### config.mk
export PLATFORM = sky130hd
export DESIGN_NAME = bus_rr_arb
export DESIGN_NICKNAME = d
export VERILOG_FILES = /design/src/rtl/bus_rr_arb.sv
export SDC_FILE = /design/constraint.sdc
export NUM_CORES = 1
export LEC_CHECK = 0
export ABC_AREA = 1
export CELL_PAD_IN_SITES_DETAIL_PLACEMENT = 1
export CELL_PAD_IN_SITES_GLOBAL_PLACEMENT = 1
export CORE_AREA = 5 5 267 269
export DETAILED_ROUTE_END_ITERATION = 6
export DIE_AREA = 0 0 272 274
export GPL_TIMING_DRIVEN = 0
export PLACE_DENSITY = 0.56
export SYNTH_ARGS = -nofsm -noshare
export SYNTH_HDL_FRONTEND = slang
export SYNTH_SLANG_ARGS = --single-unit
### constraint.sdc
create_clock -name clk_i -period 7.6 [get_ports clk_i]
set_input_delay 1.52 -clock clk_i [delete_from_list [all_inputs] [get_ports clk_i]]
set_output_delay 1.52 -clock clk_i [all_outputs]
set_load 0.01 [all_outputs]
### src/rtl/bus_rr_arb.sv
// Round-robin bus arbiter: N hosts share M address-decoded devices, with
// one transaction outstanding at a time, decode-error and timeout responses.
module bus_rr_arb #(
  parameter int unsigned NrHosts       = 2,
  parameter int unsigned NrDevices     = 3,
  parameter int unsigned DataWidth     = 32,
  parameter int unsigned AddrressWidth = 32,
  parameter int unsigned TimeoutCycles = 16
) (
  input  logic                               clk_i,
  input  logic                               rst_i,
  input  logic [NrHosts-1:0]                 host_req_i,
  input  logic [NrHosts*AddrressWidth-1:0]   host_addr_i,
  input  logic [NrHosts-1:0]                 host_we_i,
  input  logic [NrHosts*DataWidth-1:0]       host_wdata_i,
  output logic [NrHosts-1:0]                 host_gnt_o,
  output logic [NrHosts-1:0]                 host_rvalid_o,
  output logic [NrHosts*DataWidth-1:0]       host_rdata_o,
  output logic [NrHosts-1:0]                 host_err_o,
  output logic [NrDevices-1:0]               device_req_o,
  output logic [NrDevices*AddrressWidth-1:0] device_addr_o,
  output logic [NrDevices-1:0]               device_we_o,
  output logic [NrDevices*DataWidth-1:0]     device_wdata_o,
  input  logic [NrDevices-1:0]               device_gnt_i,
  input  logic [NrDevices-1:0]               device_rvalid_i,
  input  logic [NrDevices*DataWidth-1:0]     device_rdata_i,
  input  logic [NrDevices-1:0]               device_err_i,
  input  logic [NrDevices*AddrressWidth-1:0] cfg_device_addr_base,
  input  logic [NrDevices*AddrressWidth-1:0] cfg_device_addr_mask
);

  localparam int unsigned HIdxW = (NrHosts > 1) ? $clog2(NrHosts) : 1;
  localparam int unsigned DIdxW = (NrDevices > 1) ? $clog2(NrDevices) : 1;
  localparam int unsigned CntW  = (TimeoutCycles > 1) ? $clog2(TimeoutCycles) : 1;

  typedef enum logic {
    IDLE,
    WAIT_RESP
  } state_e;

  state_e             state_q, state_d;
  logic [HIdxW-1:0]   rr_ptr_q, rr_ptr_d;
  logic [HIdxW-1:0]   host_q, host_d;
  logic [DIdxW-1:0]   dev_q, dev_d;
  logic [CntW-1:0]    cnt_q, cnt_d;
  logic               decerr_q, decerr_d;

  logic                     sel_found;
  logic [HIdxW-1:0]         sel_host;
  logic [AddrressWidth-1:0] sel_addr;
  logic                     sel_we;
  logic [DataWidth-1:0]     sel_wdata;
  logic                     dev_hit;
  logic [DIdxW-1:0]         dev_sel;
  logic                     dev_gnt;
  logic                     grant_fire;
  logic                     resp_valid;
  logic                     resp_err;
  logic [DataWidth-1:0]     resp_data;

  // Pick the first requesting host at or above rr_ptr, else wrap to the lowest requester.
  always_comb begin
    sel_found = 1'b0;
    sel_host  = '0;
    sel_addr  = '0;
    sel_we    = 1'b0;
    sel_wdata = '0;
    for (int unsigned j = 0; j < NrHosts; j++) begin
      if (!sel_found && host_req_i[j] && (j >= 32'(rr_ptr_q))) begin
        sel_found = 1'b1;
        sel_host  = HIdxW'(j);
        sel_addr  = host_addr_i[j*AddrressWidth +: AddrressWidth];
        sel_we    = host_we_i[j];
        sel_wdata = host_wdata_i[j*DataWidth +: DataWidth];
      end
    end
    for (int unsigned j = 0; j < NrHosts; j++) begin
      if (!sel_found && host_req_i[j]) begin
        sel_found = 1'b1;
        sel_host  = HIdxW'(j);
        sel_addr  = host_addr_i[j*AddrressWidth +: AddrressWidth];
        sel_we    = host_we_i[j];
        sel_wdata = host_wdata_i[j*DataWidth +: DataWidth];
      end
    end
  end

  // Address decode of the selected host; later matches overwrite, so the highest index wins.
  always_comb begin
    dev_hit = 1'b0;
    dev_sel = '0;
    dev_gnt = 1'b0;
    for (int unsigned d = 0; d < NrDevices; d++) begin
      if ((sel_addr & cfg_device_addr_mask[d*AddrressWidth +: AddrressWidth]) ==
          cfg_device_addr_base[d*AddrressWidth +: AddrressWidth]) begin
        dev_hit = 1'b1;
        dev_sel = DIdxW'(d);
        dev_gnt = device_gnt_i[d];
      end
    end
    grant_fire = (state_q == IDLE) && sel_found && (dev_hit ? dev_gnt : 1'b1);
  end

  // Response for the recorded host: decode error, device response, or timeout (device wins ties).
  always_comb begin
    resp_valid = 1'b0;
    resp_err   = 1'b0;
    resp_data  = '0;
    if (state_q == WAIT_RESP) begin
      if (decerr_q) begin
        resp_valid = 1'b1;
        resp_err   = 1'b1;
      end else begin
        for (int unsigned d = 0; d < NrDevices; d++) begin
          if ((32'(dev_q) == d) && device_rvalid_i[d]) begin
            resp_valid = 1'b1;
            resp_err   = device_err_i[d];
            resp_data  = device_rdata_i[d*DataWidth +: DataWidth];
          end
        end
        if (!resp_valid && (cnt_q == CntW'(TimeoutCycles - 1))) begin
          resp_valid = 1'b1;
          resp_err   = 1'b1;
        end
      end
    end
  end

  // Drive host/device outputs; everything is forced low while reset is asserted.
  always_comb begin
    host_gnt_o     = '0;
    host_rvalid_o  = '0;
    host_rdata_o   = '0;
    host_err_o     = '0;
    device_req_o   = '0;
    device_addr_o  = '0;
    device_we_o    = '0;
    device_wdata_o = '0;
    if (!rst_i) begin
      if ((state_q == IDLE) && sel_found) begin
        for (int unsigned d = 0; d < NrDevices; d++) begin
          if (dev_hit && (32'(dev_sel) == d)) begin
            device_req_o[d]                               = 1'b1;
            device_addr_o[d*AddrressWidth +: AddrressWidth] = sel_addr;
            device_we_o[d]                                = sel_we;
            device_wdata_o[d*DataWidth +: DataWidth]      = sel_wdata;
          end
        end
        for (int unsigned h = 0; h < NrHosts; h++) begin
          if (32'(sel_host) == h) begin
            host_gnt_o[h] = dev_hit ? dev_gnt : 1'b1;
          end
        end
      end
      for (int unsigned h = 0; h < NrHosts; h++) begin
        if (resp_valid && (32'(host_q) == h)) begin
          host_rvalid_o[h]                     = 1'b1;
          host_err_o[h]                        = resp_err;
          host_rdata_o[h*DataWidth +: DataWidth] = resp_data;
        end
      end
    end
  end

  // Next-state logic for the FSM, round-robin pointer and transaction record.
  always_comb begin
    state_d  = state_q;
    rr_ptr_d = rr_ptr_q;
    host_d   = host_q;
    dev_d    = dev_q;
    cnt_d    = cnt_q;
    decerr_d = decerr_q;
    unique case (state_q)
      IDLE: begin
        if (grant_fire) begin
          host_d   = sel_host;
          dev_d    = dev_sel;
          cnt_d    = '0;
          decerr_d = !dev_hit;
          rr_ptr_d = (32'(sel_host) == NrHosts - 1) ? '0 : sel_host + HIdxW'(1);
          state_d  = WAIT_RESP;
        end
      end
      WAIT_RESP: begin
        if (resp_valid) begin
          decerr_d = 1'b0;
          state_d  = IDLE;
        end else begin
          cnt_d = cnt_q + CntW'(1);
        end
      end
      default: state_d = IDLE;
    endcase
  end

  // State registers with synchronous reset.
  always_ff @(posedge clk_i) begin
    if (rst_i) begin
      state_q  <= IDLE;
      rr_ptr_q <= '0;
      host_q   <= '0;
      dev_q    <= '0;
      cnt_q    <= '0;
      decerr_q <= 1'b0;
    end else begin
      state_q  <= state_d;
      rr_ptr_q <= rr_ptr_d;
      host_q   <= host_d;
      dev_q    <= dev_d;
      cnt_q    <= cnt_d;
      decerr_q <= decerr_d;
    end
  end

endmodule

==> flow_metrics.py, run 1 <==
metrics = {
    "floorplan": {
        "io_pins": 699,
        "die_w_um": 272,
        "rows": 96,
        "die_area_um2": 74500,
        "die_h_um": 274,
        "initial_core_util_pct": 9.36,
        "core_um2": 68300,
    },
    "synth": {
        "yosysMostFrequentCell": "nand2_1",
        "yosysWarningCount": 0,
        "synth_common_cells": "nand2_1, nor2_1, nand3_1",
        "synth_seq_cells": 10,
        "yosysSeqAreaShare_pct": 3.13,
        "synthArstFlopShare_pct": 0,
        "synthXorXnorAreaFrac_pct": 0.274,
        "synthCells": 1432,
        "synthSimpleGateAreaFrac_pct": 71.8,
        "synthMuxAreaShare_pct": 0,
        "avgSynthCellArea_um2": 4.47,
        "synth_top_cell_area_share_pct": 23.6,
        "post_synth_instance_area_um2": 6400,
        "synth.distinct_cells": 29,
        "synth_top_family_by_area": "simple AND/OR/NAND/NOR gates",
        "ys.flop_type": "dfxtp_1",
        "yosys.area.top_type": "nand2_1",
        "synth-adder-area-share_pct": 0.196,
        "synth-edff-count": 0,
        "synth-compound-area-share_pct": 6.77,
        "synth_area_leaders": "nand2_1, nor2_1, nand3_1",
        "syn_nets": 1864,
    },
    "power_and_ir_drop": {
        "internal_power_w": 0.000418,
        "p_switching_w": 0.000346,
        "vdd_drop_max_mv": 0.0523,
        "pwr-share-comb_pct": 80.2,
        "power_density_nw_per_um2": 52.4,
        "p_seq_share_pct": 7.7,
        "clkPwrFrac_pct": 12.1,
        "p_leak_nw": 6.14,
        "netSwitchingFraction_pct": 45.3,
    },
    "final_layout": {
        "drive_above_1_share_pct": 3.84,
        "syn2layout_area_growth_pct": 128,
        "fin_nets": 2567,
        "utilization_pct": 21.3,
    },
    "global_routing": {
        "met3_usage_pct": 3.54,
        "grtUsageTotal_pct": 15.9,
        "grt_pass1_vias": 13052,
        "grt_max_degree": 11,
        "grt_pass1_wl_um": 88000,
        "grt.overflow.total": 0,
        "busiest_layer": "met2",
        "met2_usage_pct": 29.6,
        "antenna_found_initial": 13,
        "met1_usage_pct": 18.1,
    },
    "worst_setup_path": {
        "worstSetupStartpointType": "input pin",
        "crit_top_cell": "nand2_1",
        "timing.critical_path.slowest_cell_delay_ps": 570,
        "cp_num_buf_inv": 6,
        "cp.required_ps": 6080,
        "crit_fanout": 10,
        "crit_family": "buffers and inverters",
        "crit_type": "input pin to primary output",
        "cp.arrival_ps": 5710,
        "slowest_stage": "clkdlybuf4s50_1",
        "path_cells": "clkdlybuf4s50_1, buf_4, buf_2, nand3_1, nand2_2, nand2_1, nand2_1, nand2_1, nor2_1, nand2_1, nor2_1, nand2_1, nor2_1, nand4_1, buf_2, buf_2, nor2_1, clkdlybuf4s50_1",
        "cp-end-kind": "primary output",
    },
    "place": {
        "portBuffers": 697,
        "gp_congestion": 0.871,
        "dp_slack_ps": -38.7,
        "dp_hpwl_um": 56000,
    },
    "hold_path": {
        "hold_path_class": "flop to flop",
    },
    "timing": {
        "finalClockSkew_ps": 0.604,
        "slew_headroom_pct": 55.4,
        "rsz0062_at_grt": "no",
        "worstMarginPinSlew_ps": 662,
        "final_max_slew_viol_count": 0,
        "setup_ws_ps": 365,
        "min_period_ps": 7230,
        "setup_viol": 0,
        "timing.fmax_mhz": 138,
        "hold_viol": 0,
        "timing.final.crit_share_pct": 95.2,
    },
    "clock_network": {
        "cts_buffers": 3,
        "numClockSinks": 10,
        "cts_tree": "yes",
        "clk_latency_ps": 240,
        "htreeDepth": 1,
        "cts_hold_buf": 0,
        "clockRootBuffer": "clkbuf_16",
        "clockBufferDepth": 2,
        "clk_pin_slew_ps": 40,
    },
    "job": {
        "cap_viol_max_count": 0,
    },
    "drt": {
        "vias": 11994,
        "dr.pass1.iters": 4,
        "wl_per_cell_um": 21.0,
        "drtIter0Drc": 482,
        "viasPerCell": 3.97,
        "postRouteWirelength_um": 63400,
        "drc": 0,
        "ant_nets": 0,
    },
    "run_status": {
        "status": "finished clean",
    },
}
[worst register-to-register path, delay by kind of cell, from the launching register on]
kind	cells	cell delay, ps
buf+inv	4	850
simple gates	12	1670
compound gates	2	260
flops	1	470
[cells by family after synthesis]
family	count (synthesis)
flops	10
fa+ha+maj	1
buf+inv	264
simple gates	1072
xor+xnor	2
compound gates	83
[stage by stage]
step | power (W) | setup TNS (ps) | cells | hold slack [ps] | cell area [um2]
after global placement | 0.000665 | 0 | 3011 | 472 | 14500
after global routing | 0.000829 | 0 | 3020 | 513 | 14600
after floorplan | 0.000302 | 0 | 1432 | 452 | 6400
final | 0.000764 | 0 | 3022 | 498 | 14600
after CTS | 0.000774 | 0 | 3015 | 500 | 14600
after detailed placement | 0.000678 | -38.7 | 3011 | 479 | 14500
[what timing repair did]
item                                    4_1_cts  5_1_grt
setup buffers                                 1        0
hold endpoints to repair                      0        0
resized for setup                             0        1
pin swaps                                     1        0
endpoints found under the setup margin        1        1
[path summary, 6_finish.rpt]
| kind | startpoint | endpoint | slack, ps | cells past startpoint |
|---|---|---|---|---|
| setup / recovery | host_req_i[0] | device_addr_o[61] | 370 | 18 |
| hold / removal | dev_q[1] | dev_q[1] | 500 | 2 |
| setup reg to reg | rr_ptr_q | dev_q[0] | 4280 | 18 |
| hold reg to reg | dev_q[1] | dev_q[1] | 500 | 2 |
[cell type report]
| class | instances | area [um2] |
|---|---|---|
| antenna | 7 | 17.5 |
| buffer | 72 | 418 |
| clock buffer | 3 | 75.1 |
| fill | 8612 | 53800 |
| inverter | 192 | 721 |
| multi-input combinational | 1158 | 5060 |
| sequential | 10 | 200 |
| tap | 882 | 1100 |
| timing repair buffer | 698 | 6980 |
[cells in the final DEF, fill, tap and decap left out, drive strengths merged]
cell type	netlist	final
a21o	1	1
a21oi	8	8
buf	40	41
clkbuf	32	35
clkdlybuf4s50	0	697
clkinv	2	2
dfxtp	10	10
diode	0	7
ha	1	1
inv	190	190
nand2	434	434
nand3	209	209
nand3b	43	43
nand4	8	8
nor2	377	377
nor4	1	1
o21ai	72	72
o22ai	1	1
o31ai	1	1
xor2	2	2
[metal layers]
layer  share of wire (%)  up-vias  wire (um)
li1                    -     5811          -
met1                  40     5609      25400
met2                  50      496      31900
met3                 6.6       72       4190
met4                 3.0        6       1920
met5               0.063        -         40
[sequential cells by signal, indices dropped and copies added, names as in the netlist]
name      flops
cnt_q         4
decerr_q      1
dev_q         2
host_q        1
rr_ptr_q      1
state_q       1
[power groups by stage]
| stage | logic [W] | clock network (W) | registers, W |
|---|---|---|---|
| 3_3_place_gp | 0.000605 | 0 | 0.0000601 |
| 6_report | 0.000613 | 0.0000924 | 0.0000592 |
| 5_1_grt | 0.000673 | 0.0000964 | 0.0000597 |
| 3_5_place_dp | 0.000618 | 0 | 0.0000603 |
| 2_1_floorplan | 0.000243 | 0 | 0.0000589 |
| 4_1_cts | 0.000621 | 0.0000935 | 0.0000595 |
(Power assumes the default switching activity.)
==> inputs of run 2 (changes only) <==
==> config.mk (replaced) <==
export PLATFORM = sky130hd
export DESIGN_NAME = bus_rr_arb
export DESIGN_NICKNAME = d
export VERILOG_FILES = /design/src/rtl/bus_rr_arb.sv
export SDC_FILE = /design/constraint.sdc
export NUM_CORES = 1
export LEC_CHECK = 0
export ABC_AREA = 0
export CELL_PAD_IN_SITES_DETAIL_PLACEMENT = 1
export CELL_PAD_IN_SITES_GLOBAL_PLACEMENT = 1
export CORE_AREA = 5 5 269 271
export DETAILED_ROUTE_END_ITERATION = 6
export DIE_AREA = 0 0 274 276
export GPL_TIMING_DRIVEN = 0
export PLACE_DENSITY = 0.5
export RECOVER_POWER = 100
export SYNTH_ARGS = -nofsm -noshare
export SYNTH_HDL_FRONTEND = slang
export SYNTH_SLANG_ARGS = --single-unit
==> run 2 against run 1 <==
Total power down 0.44%. Sequential power down 2%. Register-to-register slack worse by 600 ps. Global-route usage up 0.97 points. Synthesized cell count down 42%. Critical path depth down 2. Worst hold slack worse by 5.2 ps. Non-clock buffer count up 6. Final cell count down 18%.
==> flow_metrics.py, run 2 <==
metrics = {
    "timing": {
        "setup_ws_ps": 195,
        "hold_viol": 0,
        "final_max_slew_viol_count": 0,
        "worstMarginPinSlew_ps": 1140,
        "rsz0062_at_grt": "no",
        "setup_viol": 0,
        "min_period_ps": 7410,
        "timing.final.crit_share_pct": 97.4,
        "finalClockSkew_ps": 0.901,
        "timing.fmax_mhz": 135,
        "slew_headroom_pct": 24.3,
        "finalSetupTns_ps": 0,
    },
    "place": {
        "placedCellCount": 2466,
        "gp_congestion": 0.901,
        "dp_slack_ps": -2370,
        "portBuffers": 697,
        "dp_hpwl_um": 60200,
        "place_area_um2": 13300,
    },
    "hold_path": {
        "holdPathStages": 2,
        "hold-path-endpoint": "host_q",
        "hold_path_class": "flop to flop",
        "hp-start": "host_q",
    },
    "synth": {
        "synth.distinct_cells": 50,
        "synthCells": 829,
        "syn_nets": 1261,
        "ys.flop_type": "dfxtp_1",
        "synth_top_cell_area_share_pct": 19.6,
        "synth-edff-count": 0,
        "yosysSeqAreaShare_pct": 3.92,
        "synth_area_leaders": "nor2_1, a22oi_1, a222oi_1",
        "avgSynthCellArea_um2": 6.16,
        "post_synth_instance_area_um2": 5100,
        "synth_seq_cells": 10,
        "yosys.area.top_type": "nor2_1",
        "yosysMostFrequentCell": "nor2_1",
        "synthArstFlopShare_pct": 0,
        "yosysWarningCount": 0,
        "synth_common_cells": "nor2_1, a21oi_1, and3_1",
    },
    "final_layout": {
        "final_common_cell": "clkdlybuf4s50_1",
        "largest_register_ff_count": 4,
        "fin_area_um2": 13700,
        "top_regs": "cnt_q x4, dev_q x2",
        "stdcell_count": 2491,
        "syn2layout_area_growth_pct": 169,
        "drive_above_1_share_pct": 5.27,
        "regMostFlops": "cnt_q",
        "final_cell_mix": "clkdlybuf4s50_1, nor2_1, dlygate4sd3_1",
        "fin_nets": 1972,
    },
    "floorplan": {
        "core_um2": 69500,
        "rows": 97,
        "die_w_um": 274,
        "initial_core_util_pct": 7.34,
        "die_area_um2": 75600,
        "die_h_um": 276,
        "io_pins": 699,
    },
    "run_status": {
        "status": "finished clean",
    },
    "worst_setup_path": {
        "crit_top_cell": "buf_6",
        "path_cells": "clkdlybuf4s50_1, a21boi_4, buf_12, buf_6, buf_2, a32oi_4, nor3b_1, a211oi_4, and4_1, nand4_1, buf_12, nand3b_1, buf_6, buf_6, nor2_1, clkdlybuf4s50_1",
        "r2r_slack_ps": 3680,
        "crit_type": "input pin to primary output",
        "slowest_stage": "clkdlybuf4s50_1",
        "crit_fanout": 10,
        "crit_start": "host_req_i[0]",
        "cp_num_buf_inv": 8,
        "worstSetupStartpointType": "input pin",
        "rr_startpoint": "rr_ptr_q",
        "ff2ff_path_depth": 14,
        "cp-end-kind": "primary output",
        "crit_family": "buffers and inverters",
        "timing.critical_path.slowest_cell_delay_ps": 600,
        "worst_r2r_endpoint": "rr_ptr_q",
        "cp.required_ps": 6080,
        "cp.arrival_ps": 5890,
    },
    "global_routing": {
        "grt_max_degree": 11,
        "antenna_found_initial": 27,
        "grtUsageTotal_pct": 16.8,
        "grt_pass1_wl_um": 90700,
        "grt.overflow.total": 0,
        "grt_pass1_vias": 11105,
    },
    "clock_network": {
        "cts_tree": "yes",
        "cts_buffers": 3,
        "clockRootBuffer": "clkbuf_16",
        "htreeDepth": 1,
        "numClockSinks": 10,
        "clk_latency_ps": 240,
        "clk_pin_slew_ps": 40,
        "clockBufferDepth": 2,
        "cts_hold_buf": 0,
    },
    "power_and_ir_drop": {
        "p_seq_share_pct": 7.6,
        "totalPowerFinal_w": 0.000761,
        "internal_power_w": 0.000431,
        "clkPwrFrac_pct": 12.3,
        "p_switching_w": 0.000330,
        "p_leak_nw": 5.25,
        "pwr-share-comb_pct": 80.1,
        "power_density_nw_per_um2": 55.4,
        "vdd_drop_max_mv": 0.0309,
        "netSwitchingFraction_pct": 43.3,
    },
    "drt": {
        "drtIter0Drc": 489,
        "drc": 0,
        "postRouteWirelength_um": 68700,
        "vias": 10182,
        "ant_nets": 0,
        "wl_per_cell_um": 27.6,
        "viasPerCell": 4.09,
        "dr.pass1.iters": 6,
    },
    "job": {
        "cap_viol_max_count": 0,
    },
}
-- run 2: cell types whose count changed in the layout (fill, tap and decap cells not counted), sizes merged, moves of 110 or more --
cell,change
nand2,-429
nand3,-182
inv,-181
clkdlybuf4s50,-156
dlygate4sd3,+156
nor2,-110
-- run 2: layout make-up --
class,instances,area [um2]
fill,8349,55800
timing repair buffer,706,7080
multi-input combinational,740,4730
tap,940,1180
buffer,70,407
sequential,10,200
clock buffer,3,75.1
inverter,9,33.8
antenna,13,32.5
-- run 2: cells by family after synthesis --
kind of cell	count (synthesis)	synth area share (%)
AO/OA/AOI/OAI	289	45.1
multiplexers	3	0.686
adder cells (fa/ha/maj)	1	0.245
AND/OR/NAND/NOR	445	42.1
XOR/XNOR	2	0.343
flip-flops	10	3.92
buffers and inverters	79	7.57
-- run 2: tightest hold or removal path, stage by stage, from the launching register on --
cell and delay [ps]:
dfxtp_1 310, nand2b_1 70, mux2i_1 60
-- run 2: power groups by stage --
stage,clock (W),combinational (W),sequential [W]
6_report,0.0000932,0.000610,0.0000580
5_1_grt,0.0000968,0.000648,0.0000584
4_1_cts,0.0000952,0.000611,0.0000581
3_5_place_dp,0,0.000595,0.0000589
3_3_place_gp,0,0.000588,0.0000587
2_1_floorplan,0,0.000193,0.0000578
-- run 2: through the flow --
step / hold slack (ps) / util [%]
floorplan: 460 / -
global placement: 481 / 19.1
detailed placement: 485 / 19.1
CTS: 493 / 19.6
global route: 539 / 19.7
finish: 493 / 19.8
-- run 2: routing by layer --
layer / vias to the layer above / track usage [%] / share of wire [%]
met5: - / 0 / 0.15
met4: 16 / 4.77 / 2.6
met3: 72 / 5.01 / 8.2
met2: 560 / 30.7 / 50
met1: 4929 / 18.9 / 39
li1: 4605 / - / -
-- run 2: worst max-delay path by stage --
| stage | end | slack (ps) | cells past startpoint |
|---|---|---|---|
| finish | device_addr_o[14] | 190 | 16 |
| detailed placement | device_addr_o[84] | -2370 | 13 |
| global route | device_wdata_o[47] | 4 | 15 |
| global placement | device_addr_o[84] | -2340 | 13 |
| floorplan | host_gnt_o[0] | 2240 | 11 |
| CTS | device_addr_o[84] | 10 | 14 |
-- run 2: repair_timing --
item,in CTS,in global routing
resized for setup,49,13
gates cloned,0,0
setup endpoints to repair,200,119
endpoints found under the hold margin,0,0
setup buffers,8,1
pin swaps,8,2
